<file path="src/rtl/serdes_pkg.sv">
// Shared definitions for the serdes transmit path: idle level, K flag
// encoding, shifter state encoding and a constant clog2 helper.
package serdes_pkg;

  localparam logic IDLE_BIT_DEFAULT = 1'b0;

  localparam logic K_CHAR = 1'b1;
  localparam logic K_DATA = 1'b0;

  typedef enum logic {
    ST_IDLE  = 1'b0,
    ST_SHIFT = 1'b1
  } ser_state_e;

  // Width needed to count 0..value-1; never returns less than 1.
  function automatic int clog2(input int value);
    int r;
    r = 0;
    for (int v = value - 1; v > 0; v = v >> 1) r++;
    if (r == 0) r = 1;
    return r;
  endfunction

endpackage

</file>
<file path="src/rtl/ser_hold_reg.sv">
// One-entry holding buffer for {k, data}. Only the full flag is reset;
// the stored word is meaningless while the buffer is empty.
module ser_hold_reg
  import serdes_pkg::*;
#(
  parameter int WIDTH = 8
) (
  input  logic             clk,
  input  logic             reset,
  input  logic             push,
  input  logic             pop,
  input  logic             in_k,
  input  logic [WIDTH-1:0] in_data,
  output logic             full,
  output logic             out_k,
  output logic [WIDTH-1:0] out_data
);

  logic           full_q, full_d;
  logic [WIDTH:0] word_q, word_d;

  always_comb begin
    full_d = full_q;
    word_d = word_q;
    if (pop) full_d = 1'b0;
    if (push) begin
      full_d = 1'b1;
      word_d = {in_k, in_data};
    end
  end

  always_ff @(posedge clk or posedge reset) begin
    if (reset) full_q <= 1'b0;
    else       full_q <= full_d;
  end

  always_ff @(posedge clk) begin
    word_q <= word_d;
  end

  assign full     = full_q;
  assign out_k    = word_q[WIDTH];
  assign out_data = word_q[WIDTH-1:0];

endmodule

</file>
<file path="src/rtl/serializer_param.sv">
// Parametrised parallel-to-serial converter: valid/ready word input into a
// one-entry hold, gapless serial output with frame_start, K flag and underrun.
module serializer_param
  import serdes_pkg::*;
#(
  parameter int   WIDTH     = 8,
  parameter bit   MSB_FIRST = 1'b1,
  parameter logic IDLE_BIT  = IDLE_BIT_DEFAULT
) (
  input  logic             clk,
  input  logic             reset,
  input  logic             in_valid,
  input  logic [WIDTH-1:0] in_data,
  input  logic             in_k,
  output logic             in_ready,
  output logic             ser_out,
  output logic             ser_valid,
  output logic             frame_start,
  output logic             k_out,
  output logic             underrun
);

  localparam int            CW   = clog2(WIDTH);
  localparam logic [CW-1:0] LAST = CW'(WIDTH - 1);

  ser_state_e       state_q, state_d;
  logic [CW-1:0]    cnt_q, cnt_d, cnt_inc;
  logic [WIDTH-1:0] word_q, word_d;
  logic             ser_out_q, ser_out_d;
  logic             ser_valid_q, ser_valid_d;
  logic             frame_q, frame_d;
  logic             k_q, k_d;
  logic             underrun_q, underrun_d;
  logic             rdy_q, rdy_d;

  logic             hold_full, hold_k;
  logic [WIDTH-1:0] hold_data;
  logic             need, xfer, load, push, pop, ld_k;
  logic [WIDTH-1:0] ld_data;

  function automatic logic pick_bit(input logic [WIDTH-1:0] w, input logic [CW-1:0] idx);
    if (MSB_FIRST) return w[LAST - idx];
    else           return w[idx];
  endfunction

  ser_hold_reg #(.WIDTH(WIDTH)) u_hold (
    .clk      (clk),
    .reset    (reset),
    .push     (push),
    .pop      (pop),
    .in_k     (in_k),
    .in_data  (in_data),
    .full     (hold_full),
    .out_k    (hold_k),
    .out_data (hold_data)
  );

  // rdy_q keeps in_ready low through reset without a combinational path from reset.
  assign in_ready = rdy_q & ~hold_full;
  assign xfer     = in_valid & in_ready;
  assign need     = (state_q == ST_IDLE) || (cnt_q == LAST);
  assign pop      = need & hold_full;
  assign load     = pop | (need & xfer);
  assign push     = xfer & ~need;
  assign ld_k     = pop ? hold_k : in_k;
  assign ld_data  = pop ? hold_data : in_data;
  assign cnt_inc  = cnt_q + CW'(1);

  always_comb begin
    state_d     = state_q;
    cnt_d       = cnt_q;
    word_d      = word_q;
    ser_out_d   = ser_out_q;
    ser_valid_d = ser_valid_q;
    frame_d     = 1'b0;
    k_d         = k_q;
    underrun_d  = 1'b0;
    rdy_d       = 1'b1;
    if (load) begin
      state_d     = ST_SHIFT;
      cnt_d       = '0;
      word_d      = ld_data;
      ser_out_d   = pick_bit(ld_data, '0);
      ser_valid_d = 1'b1;
      frame_d     = 1'b1;
      k_d         = ld_k;
    end else if (state_q == ST_SHIFT) begin
      if (cnt_q == LAST) begin
        state_d     = ST_IDLE;
        ser_out_d   = IDLE_BIT;
        ser_valid_d = 1'b0;
        k_d         = 1'b0;
        underrun_d  = 1'b1;
      end else begin
        cnt_d     = cnt_inc;
        ser_out_d = pick_bit(word_q, cnt_inc);
      end
    end
  end

  always_ff @(posedge clk or posedge reset) begin
    if (reset) begin
      state_q     <= ST_IDLE;
      cnt_q       <= '0;
      ser_out_q   <= IDLE_BIT;
      ser_valid_q <= 1'b0;
      frame_q     <= 1'b0;
      k_q         <= 1'b0;
      underrun_q  <= 1'b0;
      rdy_q       <= 1'b0;
    end else begin
      state_q     <= state_d;
      cnt_q       <= cnt_d;
      ser_out_q   <= ser_out_d;
      ser_valid_q <= ser_valid_d;
      frame_q     <= frame_d;
      k_q         <= k_d;
      underrun_q  <= underrun_d;
      rdy_q       <= rdy_d;
    end
  end

  always_ff @(posedge clk) begin
    word_q <= word_d;
  end

  assign ser_out     = ser_out_q;
  assign ser_valid   = ser_valid_q;
  assign frame_start = frame_q;
  assign k_out       = k_q;
  assign underrun    = underrun_q;

endmodule

</file>
<file path="config.mk">
export PLATFORM = sky130hd
export DESIGN_NAME = serializer_param
export DESIGN_NICKNAME = d
export VERILOG_FILES = /design/src/rtl/serdes_pkg.sv /design/src/rtl/ser_hold_reg.sv /design/src/rtl/serializer_param.sv
export SDC_FILE = /design/constraint.sdc
export NUM_CORES = 1
export LEC_CHECK = 0
export CAP_MARGIN = 20
export CORE_MARGIN = 1
export CORE_UTILIZATION = 46
export CTS_CLUSTER_SIZE = 16
export DETAILED_ROUTE_END_ITERATION = 8
export PLACE_DENSITY_LB_ADDON = 0.12
export SYNTH_ARGS = -nofsm -noshare
export SYNTH_HDL_FRONTEND = slang
export SYNTH_SLANG_ARGS = --single-unit
export TNS_END_PERCENT = 5
</file>
<file path="constraint.sdc">
create_clock -name clk -period 2 [get_ports clk]
set_clock_uncertainty 0.1 [all_clocks]
set_input_delay 0.2 -clock clk [delete_from_list [all_inputs] [get_ports clk]]
set_output_delay 0.2 -clock clk [all_outputs]
set_load 0.05 [all_outputs]
</file>
# Yosys cells after proc, flatten, opt, wreduce, memory -nomap -nowiden
# Index checks and enable logic that the tools add are counted.
# totals
regBits	28
romBits	0
wordCells	54
out_inout_bits	6
input_bits	12
latchBits	0
n_memories	0
mem_bits_rw	0
# op_classes
addsub	2
eq_ne	2
div	0
mux	23
shift	0
n_reduce_logical	6
bitwise	9
n_lt_le_gt_ge	1
multipliers	0
# ops
cell	count
$mux W1	18
$mux W3	3
$mux W8	1
$reduce_bool A2 Y1	3
$and A1 B1 Y1	5
$lt A3 B4 Y1 const B	1
$reduce_and A2 Y1	2
$add A3 B1 Y3 const B	1
$bmux W1 S3	1
$eq A3 B3 Y1 const B	1
$not A1 Y1	3
$sub A3 B3 Y3 const A	1
$ne A2 B2 Y1 const B	1
$logic_or A1 B1 Y1	1
$or A1 B1 Y1	1

# Longest topological paths before layout
# logic_depth
depth_word	7
mapped_depth	7

# Modules after synthesis
# A second synthesis with hierarchy kept.
# hier_totals
hier_cells	76
area_unflattened_um2	1141.1
# by_module_without_submodules
module	area_per_inst_um2	cells_each	instances
serializer_param	830.8	63	1
ser_hold_reg	310.3	13	1

# Least setup slack after synthesis
# No wires, ideal clock.
# synth_path
kind	reg-to-reg
startpoint	register u_hold.full_q (netlist: u_hold.full)
endpoint	register u_hold.word_q[0], enable pin
n_path_buf	0
arrival_ns	1.610
setup_ns	0.338
setup_slack_ns	-0.048
stages_incl_launch_ff	3
path_cell_list	dfrtp_1 > nor2b_1 > and3_1
# synth_between
elab_chain_len	4
# synth_rtl
element	line_no	text
from (decl)	ser_hold_reg.sv:19	logic full_q, full_d;
from (signal assigned)	ser_hold_reg.sv:34	else full_q <= full_d;
$not A1 Y1	serializer_param.sv:59	assign in_ready = rdy_q & ~hold_full;
$and A1 B1 Y1	serializer_param.sv:59	
via in_ready	serializer_param.sv:15	output logic in_ready,
$and A1 B1 Y1	serializer_param.sv:60	assign xfer = in_valid & in_ready;
$and A1 B1 Y1	serializer_param.sv:64	assign push = xfer & ~need;
via push	serializer_param.sv:38	logic need, xfer, load, push, pop, ld_k;
to (signal assigned)	ser_hold_reg.sv:38	word_q <= word_d;
to (decl)	ser_hold_reg.sv:20	logic [WIDTH:0] word_q, word_d;
# The timed path passes the listed nets, and every way through them passes these cells.
# A chain may end at the register's enable or synchronous reset.

# Final worst setup path
# layout_path
startpoint	register cnt_q[0]
endpoint	register ser_out_q (netlist: ser_out)
# layout_rtl
element	line_no	text
from (decl)	serializer_param.sv:27	logic [CW-1:0] cnt_q, cnt_d, cnt_inc;
from (signal assigned)	serializer_param.sv:113	cnt_q <= cnt_d;
$eq A3 B3 Y1	serializer_param.sv:61	assign need = (state_q == ST_IDLE) || (cnt_q == LAST);
$logic_or A1 B1 Y1	serializer_param.sv:61	
$and A1 B1 Y1	serializer_param.sv:62	assign pop = need & hold_full;
$mux W8	serializer_param.sv:66	assign ld_data = pop ? hold_data : in_data;
via ld_data[7]	serializer_param.sv:39	logic [WIDTH-1:0] ld_data;
$mux W1	serializer_param.sv:79	if (load) begin
to (signal assigned)	serializer_param.sv:114	ser_out_q <= ser_out_d;
to (decl)	serializer_param.sv:29	logic ser_out_q, ser_out_d;
# The timed path passes the listed nets, and every way through them passes these cells. The select of a mux whose other input is x is not followed.

==> results.md <==
* Run status: completed
* Worst voltage drop across the vdd grid at 0.755 mV
* Top fanout value on the critical path at 8
* Number of nets in the layout at 121
* Half-perimeter wire length after placement at 1330 um
* Via-per-instance ratio at 5.19
* Area overhead of the layout relative to synthesis at 22.0%
* Effective utilization at floorplan at 51.1%
* Die ar. at 2760 um2
* Layout cell share with drive strength beyond 1 at 20.8%
* Crit path arrival time at 2.05 ns
* Total wire length after detailed routing at 1810 um
* Pre-antenna DRT Iters at 4
* Register bit total from synthesis at 28
* Initial antenna violation count at 0
* Category of the critical setup timing path: flop to flop
* CP endpoint kind: flop
* Area used by sequential logic in the layout at 786 um2
* Count of filler cells inserted in the layout at 196
* Gpl congestion at 0.777
* Synthesized area per cell at 14.3 um2
* Final period utilization at 96.1%
* DRC marker count from the first detailed-route iteration at 13
* Vias at 695
* Total I/O pin count at 18
* Finished layout cell area at 1430 um2
* Area used by multi-input combinational logic at 368 um2
* RR Startpoint: cnt_q[0]$_DFFE_PP0P_
* TritonCTS Buffers at 3
* Number of routed nets with antenna violations at 0
* Dpl cell area at 1410 um2
* Number of pins with negative max-slew slack in the final report at 0
* Gates resized, CTS repair at 0
* Total core area at 2300 um2
* Leading cell type in the layout, fill and taps excluded: sky130_fd_sc_hd__edfxtp_1
* Most frequent cells in the layout: sky130_fd_sc_hd__edfxtp_1 (17), sky130_fd_sc_hd__clkdlybuf4s50_1 (16), sky130_fd_sc_hd__dfrtp_1 (11)
* Unrepaired setup endpoints after global routing: false
* Number of I/O port buffers at 17
* Syn nets at 96
* Syn. warnings at 0
* Die extent in x at 52.5 um
* Number of placement rows at 17
* Diodes inserted at 0
* Wire length of the first global-routing pass at 3060 um
* Final setup viols at 0
* Leak pwr at 0.578 nW
* CTS HTree Levels at 1
* Number of cells on the worst reg-to-reg path at 6
* Cell area after synthesis at 1170 um2
* Maximum number of pins on one net before global-route repair at 16
* Maximum Capacitance Violations at 0
* Sequential area share after synthesis at 67.0%
* Post-detailed-route DRC marker count at 0
* Global routing usage summed across all routing layers at 15.9%
* Drt wl/cell at 13.5 um
* Maximum number of buffers from clock root to sink at 2
* Fin. Hold Viols at 0
* CTS tree: built
* TritonCTS Sinks at 28
* Clock latency on the worst-skew pair at 0.32 ns
* Final Critical Period at 1.92 ns
* Least setup slack across all paths after layout at 0.0773 ns
* Type of the tightest min-delay check: primary input to asynchronous set/reset pin
* Die Height at 52.5 um
* Clk slew on worst S/H paths at 0.14 ns
* Cell area power density at 1370 nW/um2
* Peak clock frequency supported by timing at 520 MHz
* Total power after layout at 1.97 mW
* Via count of the first global-routing pass at 685
* Utilization after layout at 62.3%
* Post-Syn Instances at 82
* Critical register-to-register path endpoint: ser_out$_DFFE_PP0P_
* Element type at the critical path start: flop
* Worst path required time at 2.13 ns
* Post-placement setup slack at 0.0659 ns
* Global-route congestion overflow total at 0
* Count of unique library cells instantiated by Yosys at 27
* Slack of the worst reg-to-reg path at 0.08 ns
* Cell at the root of the clock tree: sky130_fd_sc_hd__clkbuf_4
## worst max-delay path, cell delays in order, from the launching register on
cell,delay [ns]
sky130_fd_sc_hd__dfrtp_1,0.41
sky130_fd_sc_hd__ha_1,0.20
sky130_fd_sc_hd__ha_1,0.20
sky130_fd_sc_hd__nand2b_1,0.19
sky130_fd_sc_hd__nand2_4,0.14
sky130_fd_sc_hd__mux2_4,0.32
sky130_fd_sc_hd__a211o_1,0.28
## registers in the layout, indices dropped and copies added, names as in the netlist
signal         flops
cnt_q              3
frame_start        1
k_out              1
rdy_q              1
ser_out            1
ser_valid          1
state_q            1
u_hold.full        1
u_hold.word_q      9
underrun           1
word_q             8
## layer usage
metal	part of all wire, %	vias to the layer above	wire length [um]	global-route usage [%]
met5	0	-	0	0
met4	1.2	0	21	5.26
met3	4.7	2	85	3.48
met2	50	18	907	25.5
met1	44	331	795	21.1
li1	-	344	-	-
## Yosys cell counts
| cell type | n | area, um2 |
|---|---|---|
| sky130_fd_sc_hd__nor3b_1 | 1 | 7.51 |
| sky130_fd_sc_hd__inv_1 | 1 | 3.75 |
| sky130_fd_sc_hd__o21ai_0 | 3 | 15.0 |
| sky130_fd_sc_hd__nand3_1 | 3 | 15.0 |
| sky130_fd_sc_hd__nand2_4 | 1 | 11.3 |
| sky130_fd_sc_hd__mux2_4 | 1 | 15.0 |
| sky130_fd_sc_hd__a21oi_1 | 3 | 15.0 |
| sky130_fd_sc_hd__and3_2 | 1 | 7.51 |
| sky130_fd_sc_hd__ha_1 | 2 | 25.0 |
| sky130_fd_sc_hd__buf_6 | 1 | 11.3 |
| sky130_fd_sc_hd__dfrtp_1 | 11 | 275 |
| sky130_fd_sc_hd__edfxtp_1 | 17 | 510 |
| sky130_fd_sc_hd__and4_1 | 1 | 8.76 |
| sky130_fd_sc_hd__mux2i_1 | 5 | 50.1 |
| sky130_fd_sc_hd__nand2b_1 | 1 | 6.26 |
| sky130_fd_sc_hd__clkbuf_1 | 2 | 7.51 |
| sky130_fd_sc_hd__nand3b_1 | 2 | 15.0 |
| sky130_fd_sc_hd__and2b_2 | 1 | 8.76 |
| sky130_fd_sc_hd__nand2_1 | 7 | 26.3 |
| sky130_fd_sc_hd__nor2b_1 | 2 | 12.5 |
| sky130_fd_sc_hd__a31oi_1 | 1 | 6.26 |
| sky130_fd_sc_hd__a211o_1 | 1 | 8.76 |
| sky130_fd_sc_hd__a22oi_1 | 1 | 7.51 |
| sky130_fd_sc_hd__nor2_1 | 4 | 15.0 |
| sky130_fd_sc_hd__conb_1 | 1 | 3.75 |
| sky130_fd_sc_hd__and3_1 | 1 | 6.26 |
| sky130_fd_sc_hd__mux2_2 | 7 | 78.8 |
## kinds of logic after synthesis
family / share of synthesized area (%)
flops: 67.0
simple gates: 11.9
mux: 12.3
compound gates: 4.48
buf+inv: 1.92
fa+ha+maj: 2.13
other cells: 0.320
## metrics by stage
| stage | setup TNS, ns | hold slack (ns) | instances |
|---|---|---|---|
| global placement | 0 | 0.385 | 130 |
| floorplan | -0.0290 | -0.0476 | 82 |
| finish | 0 | 0.0464 | 134 |
| detailed placement | 0 | 0.402 | 130 |
| global route | 0 | 0.0821 | 134 |
| CTS | 0 | 0.0640 | 134 |
## what timing repair did
action                                  4_1_cts  5_1_grt
hold buffers                                  0        0
buffers inserted                              0        0
endpoints found under the setup margin        0        1
## where the power goes
part           total (mW)  internal [mW]  switching [mW]
Sequential          0.847          0.774          0.0724
Clock               0.235         0.0781           0.157
Combinational       0.885          0.398           0.487
Total                1.97           1.25           0.716
## how the worst max path moves through the flow
| stage | startpoint | end | slack [ns] |
|---|---|---|---|
| floorplan | cnt_q[0]$_DFFE_PP0P_ | ser_out$_DFFE_PP0P_ | -0.03 |
| global placement | cnt_q[0]$_DFFE_PP0P_ | ser_out$_DFFE_PP0P_ | 0.10 |
| detailed placement | cnt_q[0]$_DFFE_PP0P_ | ser_out$_DFFE_PP0P_ | 0.07 |
| CTS | cnt_q[0]$_DFFE_PP0P_ | ser_out$_DFFE_PP0P_ | 0.04 |
| global route | cnt_q[0]$_DFFE_PP0P_ | ser_out$_DFFE_PP0P_ | 0.002 |
| finish | cnt_q[0]$_DFFE_PP0P_ | ser_out$_DFFE_PP0P_ | 0.08 |
## area by class of cell
type                            count  area share (%)
Sequential cell                    28            54.9
Tap cell                           28            2.45
Multi-Input combinational cell     50            25.7
Clock buffer                        4            1.84
Inverter                            1           0.262
Timing Repair Buffer               23            14.9
Note: power is estimated with default switching activity, not from simulation.
